## src/rtl/gen_delta_seq.sv

```systemverilog
// gen_delta_seq: snapshots NPTS control points and an X displacement, then
// computes the NPTS-1 signed fixed-point slopes (C[k+1]-C[k]) * 2^DT_D / dm
// one segment at a time with a shared restoring divider. Each slope is
// streamed out as it completes and kept in a register file for readout.
// Assumes NUMW >= DT_I+DT_D and 2^AW >= NPTS-1.
module gen_delta_seq #(
    parameter int NPTS  = 16,
    parameter int DSIZE = 16,
    parameter int DT_I  = 8,
    parameter int DT_D  = 4,
    parameter int AW    = 4
) (
    input  logic                     clock,
    input  logic                     rst_n,
    input  logic                     cal_begin,
    input  logic [NPTS*DSIZE-1:0]    pts,
    input  logic [DSIZE-1:0]         dm,
    output logic                     cal_busy,
    output logic                     cal_valid,
    output logic                     div0,
    output logic                     delta_we,
    output logic [AW-1:0]            delta_idx,
    output logic [DT_I+DT_D-1:0]     delta_out,
    input  logic [AW-1:0]            rd_addr,
    output logic [DT_I+DT_D-1:0]     rd_data
);

    localparam int W     = DT_I + DT_D;
    localparam int NUMW  = DSIZE + 1 + DT_D;
    localparam int DEPTH = 2 ** AW;
    localparam int CW    = $clog2(NUMW);

    localparam logic [CW-1:0]   LAST_CNT = CW'(NUMW - 1);
    localparam logic [AW-1:0]   LAST_K   = AW'(NPTS - 2);
    localparam logic [AW:0]     NSEG     = (AW + 1)'(NPTS - 1);
    localparam logic [W-1:0]    MAXV     = {1'b0, {(W - 1){1'b1}}};
    localparam logic [NUMW-1:0] MAXQ     = {{(NUMW - W){1'b0}}, MAXV};

    typedef enum logic [2:0] {
        S_IDLE  = 3'd0,
        S_LOAD  = 3'd1,
        S_DIV   = 3'd2,
        S_STORE = 3'd3,
        S_DONE  = 3'd4
    } state_t;

    state_t                  state_q, state_d;
    logic [AW-1:0]           k_q, k_d;
    logic [NPTS*DSIZE-1:0]   pts_q, pts_d;
    logic [DSIZE-1:0]        dm_q, dm_d;
    logic                    div0_q, div0_d;
    logic [NUMW-1:0]         num_q, num_d;      // numerator in, quotient out
    logic [DSIZE-1:0]        rem_q, rem_d;
    logic [CW-1:0]           cnt_q, cnt_d;
    logic                    sign_q, sign_d;
    logic                    nz_q, nz_d;        // dy != 0, used when dm == 0
    logic                    valid_q, valid_d;
    logic                    we_q, we_d;
    logic [AW-1:0]           idx_q, idx_d;
    logic [W-1:0]            out_q, out_d;
    logic [W-1:0]            rd_q, rd_d;
    logic [W-1:0]            mem_q [DEPTH];

    logic [DSIZE-1:0]        c_lo_s, c_hi_s;
    logic [DSIZE:0]          dy_s, mag_s;
    logic [DSIZE:0]          trial_s;
    logic                    ge_s;
    logic [W-1:0]            m_s, delta_s;
    logic                    wr_en_s;

    // Segment arithmetic: dy at DSIZE+1 bits, one divider step, saturated result.
    always_comb begin
        c_lo_s  = pts_q[32'(k_q) * DSIZE +: DSIZE];
        c_hi_s  = pts_q[(32'(k_q) + 32'd1) * DSIZE +: DSIZE];
        dy_s    = {1'b0, c_hi_s} - {1'b0, c_lo_s};
        mag_s   = dy_s[DSIZE] ? (~dy_s + {{DSIZE{1'b0}}, 1'b1}) : dy_s;
        trial_s = {rem_q, num_q[NUMW-1]};
        ge_s    = (trial_s >= {1'b0, dm_q});
        if (div0_q) begin
            m_s = nz_q ? MAXV : {W{1'b0}};
        end else if (num_q > MAXQ) begin
            m_s = MAXV;
        end else begin
            m_s = num_q[W-1:0];
        end
        delta_s = sign_q ? (~m_s + {{(W - 1){1'b0}}, 1'b1}) : m_s;
    end

    // Sequencer: snapshot on cal_begin, then LOAD/DIV/STORE per segment.
    always_comb begin
        state_d = state_q;
        k_d     = k_q;
        pts_d   = pts_q;
        dm_d    = dm_q;
        div0_d  = div0_q;
        num_d   = num_q;
        rem_d   = rem_q;
        cnt_d   = cnt_q;
        sign_d  = sign_q;
        nz_d    = nz_q;
        we_d    = 1'b0;
        idx_d   = idx_q;
        out_d   = out_q;
        wr_en_s = 1'b0;
        if (cal_begin) begin
            pts_d   = pts;
            dm_d    = dm;
            div0_d  = (dm == {DSIZE{1'b0}});
            k_d     = {AW{1'b0}};
            state_d = S_LOAD;
        end else begin
            case (state_q)
                S_IDLE: begin
                    state_d = S_IDLE;
                end
                S_LOAD: begin
                    num_d   = {mag_s, {DT_D{1'b0}}};
                    rem_d   = {DSIZE{1'b0}};
                    cnt_d   = {CW{1'b0}};
                    sign_d  = dy_s[DSIZE];
                    nz_d    = (dy_s != {(DSIZE + 1){1'b0}});
                    state_d = S_DIV;
                end
                S_DIV: begin
                    num_d = {num_q[NUMW-2:0], ge_s};
                    rem_d = ge_s ? DSIZE'(trial_s - {1'b0, dm_q}) : DSIZE'(trial_s);
                    if (cnt_q == LAST_CNT) begin
                        state_d = S_STORE;
                    end else begin
                        cnt_d = cnt_q + CW'(1);
                    end
                end
                S_STORE: begin
                    wr_en_s = 1'b1;
                    we_d    = 1'b1;
                    idx_d   = k_q;
                    out_d   = delta_s;
                    if (k_q == LAST_K) begin
                        state_d = S_DONE;
                    end else begin
                        k_d     = k_q + AW'(1);
                        state_d = S_LOAD;
                    end
                end
                S_DONE: begin
                    state_d = S_DONE;
                end
                default: begin
                    state_d = S_IDLE;
                end
            endcase
        end
        valid_d = (state_d == S_DONE);
    end

    // Read port next value: in-range entries only, zero otherwise.
    always_comb begin
        if ({1'b0, rd_addr} < NSEG) begin
            rd_d = mem_q[rd_addr];
        end else begin
            rd_d = {W{1'b0}};
        end
    end

    // Control, divider and output registers.
    always_ff @(posedge clock or negedge rst_n) begin
        if (!rst_n) begin
            state_q <= S_IDLE;
            k_q     <= {AW{1'b0}};
            pts_q   <= {(NPTS * DSIZE){1'b0}};
            dm_q    <= {DSIZE{1'b0}};
            div0_q  <= 1'b0;
            num_q   <= {NUMW{1'b0}};
            rem_q   <= {DSIZE{1'b0}};
            cnt_q   <= {CW{1'b0}};
            sign_q  <= 1'b0;
            nz_q    <= 1'b0;
            valid_q <= 1'b0;
            we_q    <= 1'b0;
            idx_q   <= {AW{1'b0}};
            out_q   <= {W{1'b0}};
            rd_q    <= {W{1'b0}};
        end else begin
            state_q <= state_d;
            k_q     <= k_d;
            pts_q   <= pts_d;
            dm_q    <= dm_d;
            div0_q  <= div0_d;
            num_q   <= num_d;
            rem_q   <= rem_d;
            cnt_q   <= cnt_d;
            sign_q  <= sign_d;
            nz_q    <= nz_d;
            valid_q <= valid_d;
            we_q    <= we_d;
            idx_q   <= idx_d;
            out_q   <= out_d;
            rd_q    <= rd_d;
        end
    end

    // Slope storage; a STORE-cycle read still sees the previous value.
    always_ff @(posedge clock or negedge rst_n) begin
        if (!rst_n) begin
            for (int i = 0; i < DEPTH; i++) begin
                mem_q[i] <= {W{1'b0}};
            end
        end else if (wr_en_s) begin
            mem_q[k_q] <= delta_s;
        end
    end

    assign cal_busy  = (state_q != S_IDLE) && (state_q != S_DONE);
    assign cal_valid = valid_q & ~cal_begin;
    assign div0      = div0_q;
    assign delta_we  = we_q;
    assign delta_idx = idx_q;
    assign delta_out = out_q;
    assign rd_data   = rd_q;

endmodule

```

## config.mk

```make
export PLATFORM = sky130hd
export DESIGN_NAME = gen_delta_seq
export DESIGN_NICKNAME = d
export VERILOG_FILES = /design/src/rtl/gen_delta_seq.sv
export SDC_FILE = /design/constraint.sdc
export NUM_CORES = 1
export LEC_CHECK = 0
export BUFFER_PORTS_ARGS = -buffer_cell sky130_fd_sc_hd__clkbuf_2
export CORE_ASPECT_RATIO = 1.2
export CORE_MARGIN = 1.5
export CORE_UTILIZATION = 60
export DETAILED_ROUTE_END_ITERATION = 10
export PLACE_DENSITY = 0.83
export SKIP_CTS_REPAIR_TIMING = 1
export SYNTH_ARGS = -nofsm -noshare
export SYNTH_HDL_FRONTEND = slang
export SYNTH_SLANG_ARGS = --single-unit
```

## constraint.sdc

```tcl
create_clock -name clock -period 8.85 [get_ports clock]
set_input_delay 1.3275 -clock clock [delete_from_list [all_inputs] [get_ports clock]]
set_output_delay 1.3275 -clock clock [all_outputs]
set_load 0.02 [all_outputs]
```

; ---- Word level (Yosys, flattened, before mapping)
; Cells that the tools add are included.
[word_totals]
regBits = 546
inputBits = 279
out_inout_bits = 32
elab_cells = 100
[classes]
n_addsub = 7
n_lt_le_gt_ge = 6
n_eq_ne = 10
shifts = 2
mux = 26
bitwise_logic = 6
n_reduce_logical = 12
[ops]
columns = op, n
row1 = variable part select 256 x 10 -> 16 bit, 1
row2 = variable part select 256 x 9 -> 16 bit, 1
row3 = bitwise mux 192 bit, 1
row4 = 2-to-1 mux 12 bit, 7
row5 = binary-select mux 12 bit (select 4 bit), 1
row6 = demux 12 bit (select 4 bit), 1
row7 = case mux 21 bit (2 select lines), 1
row8 = case mux 16 bit (2 select lines), 1
row9 = "> comparator 21 x 11 -> 1 bit, second input constant", 1
row10 = "adder 17 x 1 -> 17 bit, second input constant", 1
row11 = greater-or-equal comparator 17 x 16 -> 1 bit, 1
row12 = 2-to-1 mux 17 bit, 1
row13 = NOT 17 bit, 1
row14 = nonzero test 17 bit, 1
row15 = subtractor 16 x 16 -> 17 bit, 1
row16 = zero test 16 bit, 1
row17 = 2-to-1 mux 16 bit, 1
row18 = subtractor 16 bit, 1
row19 = "adder 12 x 1 -> 12 bit, second input constant", 1
row20 = 2-to-1 mux 4 bit, 3
row21 = NOT 12 bit, 1
row22 = case mux 3 bit (4 select lines), 1
row23 = 2-to-1 mux 11 bit, 1
row24 = "greater-or-equal comparator 5 bit, second input constant", 2
row25 = 24 further kinds, 36

; ---- Depth between registers and ports, before layout
[depth]
ltp_word = 7
ltp_mapped = 20
mapped_depth_nobuf = 17

; ---- Worst setup path after synthesis
; OpenSTA, ideal clock, no wires.
[synth_timing]
path_kind = register to register
startpoint = register k_q[0]
endpoint = register num_q[19]
setup_time_ps = 131
t_arrival_ps = 4543
required_time_ps = 8719
setup_slack_ps = 4176
stages_incl_launch_ff = 15
path_buffers = 3
period_less_slack_ps = 4674
cell_sequence = dfrtp_1 -> clkbuf_1 -> buf_2 -> buf_1 -> mux4_2 -> mux4_2 -> fa_1 -> a211oi_2 -> o21ai_1 -> a211oi_1 -> o32ai_1 -> a211o_1 -> o41ai_2 -> xnor2_1 -> o21ai_1
[synth_between]
elab_chain_len = 7
word_cells_on_any_way = 8
classes_between = add/sub: 3 / shift: 2 / mux: 2 / bitwise: 1
[synth_rtl]
columns = item, line_no
row1 = from (decl), 48  ; logic [AW-1:0] k_q, k_d;
row2 = from (signal assigned), 169  ; k_q <= {AW{1'b0}};
row3 = from (signal assigned), 185  ; k_q <= k_d;
row4 = adder 4 x 1 -> 5 bit, 74  ; c_hi_s = pts_q[(32'(k_q) + 32'd1) * DSIZE +: DSIZE];
row5 = variable part select 256 x 10 -> 16 bit, 74
row6 = subtractor 16 x 16 -> 17 bit *, 75  ; dy_s = {1'b0, c_hi_s} - {1'b0, c_lo_s};
row7 = NOT 17 bit, 76  ; mag_s = dy_s[DSIZE] ? (~dy_s + {{DSIZE{1'b0}}, 1'b1}) : dy_s;
row8 = adder 17 x 1 -> 17 bit, 76
row9 = 2-to-1 mux 17 bit *, 76
row10 = case mux 21 bit (2 select lines) *, 112  ; case (state_q)
row11 = to (signal assigned), 173  ; num_q <= {NUMW{1'b0}};
row12 = to (signal assigned), 189  ; num_q <= num_d;
row13 = to (decl), 52  ; logic [NUMW-1:0] num_q, num_d;
; Every way passes the cells marked *; elsewhere a longest branch is shown, timed or not.
; A chain may end at the register's enable or synchronous reset.

; ---- Worst setup path in the final report
[layout_timing]
startpoint = register k_q[1]
endpoint = register num_q[19]
; The elaborated chain is that of the path after synthesis.

==> metrics.cfg <==
[run_status]
outcome=completed

[routing]
num_vias=19700
wl_per_cell_um=22.1
ant_nets=0
drc_errors=0
vias_per_cell=6.29
dr.first_iter.drc_count=1361
drt-pass1-iter-count=5
routed_wl_mm=69.3

[pwr]
ir_drop_mv=0.183
p_leak_nw=13.6
p_per_area_mw_per_mm2=216

[timing]
worstMarginPinSlew_ns=1.21
fin_worst_skew_ns=0.0168
period_needed_ns=5.48
max_freq_mhz=183
rsz0062_at_grt=no
fin_ws_ns=3.37
slew_headroom_pct=18.7
drv_slew=0
fin_setup_tns_ns=0
period_share_pct=61.9
hold_violations=0
setup_viol=0

[yosys]
ys_top_cells_by_area=dfrtp_1, mux4_2, mux2_2, o21ai_0, nand2_1
yosysTopAreaCell=dfrtp_1
yosysSeqAreaShare_pct=49.1
synth_top_area_share_pct=49.1
synth_edf_count=0
syn-cell-area_mm2=0.0278
yosysUniqueCellTypes=77
avgSynthCellArea_um2=12.4
yosysWarnings=0
syn_inst=2239
syn-num-nets=2560
ys_seq_elements=546
async_flop_share_pct=100
synth_flop_cell=dfrtp_1

[worst_setup_path]
critPathMaxFanout=72
worstSetupPathType=register to register
crit_buf_inv=2
cpMostUsedCell=mux4_2
path_cells=buf_4, mux4_2, mux4_2, inv_1, ha_1, nor2b_1, a221oi_1, o311ai_1, nor4_2, nand4_1, o41ai_2, xnor2_1, o21ai_1
critPathCaptureType=register
crit_arrival_ns=5.93
slowest_stage=dfrtp_4
crit_family=multiplexers
crit_path_max_incr_delay_ns=1.06
worstPathRequired_ns=9.30
start_kind=register

[placed_design]
hpwlAfterDp_mm=49.1
gp_congestion=0.895
dp_slack_ns=3.42
io_buffers=310

[min_path]
hold_path.class=register to register

[clocking]
cts_sinks=546
clockBufferDepth=3
h-tree-depth=2
clock_latency_ns=0.60
path_clk_slew_ns=0.06
numCtsBuffers=53
cts_tree=built
clock-root-buffer=clkbuf_16

[global_routing]
overflow=0
grt_max_degree=205
grt_pass1_wl_mm=112
grt.total_usage_pct=30.5
antenna_found_initial=13
grt_pass1_vias=20500

[floorplan]
start_util_pct=60.6
io_pins=311
dieArea_mm2=0.0476
core_area_mm2=0.0458
die_h_um=239
die_w_um=199
row_count=86

[layout]
drive_gt1_share_pct=36.2
finish.net_count=2786
syn_to_final_growth_pct=13.5
fill_cells=3199

[run]
drv_cap=0

[final timing paths]
kind | startpoint | to | slack, ns | cells after the start
worst min-delay path | mem_q[182]$_DFFE_PN0P_ | mem_q[182]$_DFFE_PN0P_ | 0.47 | 2
worst max register to register | k_q[1]$_DFFE_PN0P_ | num_q[19]$_DFFE_PN0P_ | 3.37 | 13
worst max-delay path | k_q[1]$_DFFE_PN0P_ | num_q[19]$_DFFE_PN0P_ | 3.37 | 13
min in group asynchronous | rst_n | dm_q[12]$_DFFE_PN0P_ | 0.80 | 1
max in group asynchronous | rst_n | k_q[1]$_DFFE_PN0P_ | 6.30 | 2
worst min register to register | mem_q[182]$_DFFE_PN0P_ | mem_q[182]$_DFFE_PN0P_ | 0.47 | 2
[logic make-up after synthesis]
family	synth area share, %
xor+xnor	1.23
compound gates	8.57
simple gates	7.99
buf+inv	2.91
flops	49.1
mux	28.2
fa+ha+maj	1.94
[synth_stat cells, types with 4 or more instances]
cell	count
and2_1	4
buf_1	23
nor4_1	10
clkbuf_1	121
mux2_2	259
a31oi_1	10
nor2b_1	22
a211oi_1	7
nand4_1	9
xor2_1	19
nand2_1	300
mux4_2	204
buf_2	10
o21ai_0	243
inv_1	51
a21oi_1	34
nor3_1	17
dfrtp_1	546
or3_1	11
nand3_1	25
a211o_1	6
or2_2	6
o21ai_1	52
nor2_1	54
a21o_1	9
nand2b_1	9
xnor2_1	20
and3_1	9
mux2i_1	33
ha_1	40
[layout make-up]
cell class              count  area (um2)  share of cell area, %
clock inverters            17         205                  0.650
clock buffers              79        1600                   5.06
diodes                     13        32.5                  0.103
inverters                  51         191                  0.607
well taps                 616         771                   2.44
multi-input cells        1485       13300                   42.3
flip-flops and latches    546       13700                   43.3
repair buffers            328        1740                   5.53
[report_power, final]
group / total [mW] / switching [mW] / internal [mW] / leakage, nW
logic: 1.50 / 0.819 / 0.684 / 5.87
clock network: 2.32 / 0.962 / 1.36 / 0.885
registers: 3.00 / 0.236 / 2.76 / 6.89
total: 6.82 / 2.02 / 4.81 / 13.6
[through the flow]
stage / cell area [um2] / instances / hold slack [ns] / total power, mW / util (%)
6_report: 31600 / 3135 / 0.472 / 6.82 / 68.8
5_1_grt: 31500 / 3134 / 0.497 / 7.13 / 68.8
3_5_place_dp: 29700 / 3026 / 0.466 / 4.52 / 64.8
2_1_floorplan: 27800 / 2239 / 0.445 / 4.03 / -
4_1_cts: 31500 / 3122 / 0.478 / 6.85 / 68.8
3_3_place_gp: 29700 / 3026 / 0.456 / 4.43 / 64.8
[registers in the layout, summed over array words and instances, names as in the netlist]
register and count:
nz_q 1, rd_data 12, delta_we 1, delta_out 12, cnt_q 5, div0 1, num_q 21, delta_idx 4
rem_q 16, pts_q 256, sign_q 1, k_q 4, dm_q 16, valid_q 1, state_q 3, mem_q 192
[layout by cell type, fill, tap and decap left out, types with 33 or more instances in the layout]
cell,netlist,routed
mux4_2,204,204
clkbuf_16,0,55
ha_1,40,40
mux2i_1,33,33
clkbuf_2,0,307
o21ai_0,243,243
a21oi_1,34,34
nand2_1,300,300
inv_1,51,51
o21ai_1,52,52
nor2_1,54,53
mux2_2,259,259
dfrtp_1,546,542
[layer usage]
| metal | wire length [um] | vias to the layer above | GRT usage, % |
|---|---|---|---|
| met5 | 11 | - | 0 |
| met4 | 3270 | 2 | 14.4 |
| li1 | - | 8691 | - |
| met1 | 27000 | 9995 | 39.3 |
| met3 | 4560 | 183 | 5.30 |
| met2 | 34400 | 844 | 50.3 |
[worst min-delay path, stage by stage (launching register included)]
cell and delay, ns:
dfrtp_1 0.34, nand2_1 0.04, o21ai_0 0.06
Power figures use the tool's default switching activity.
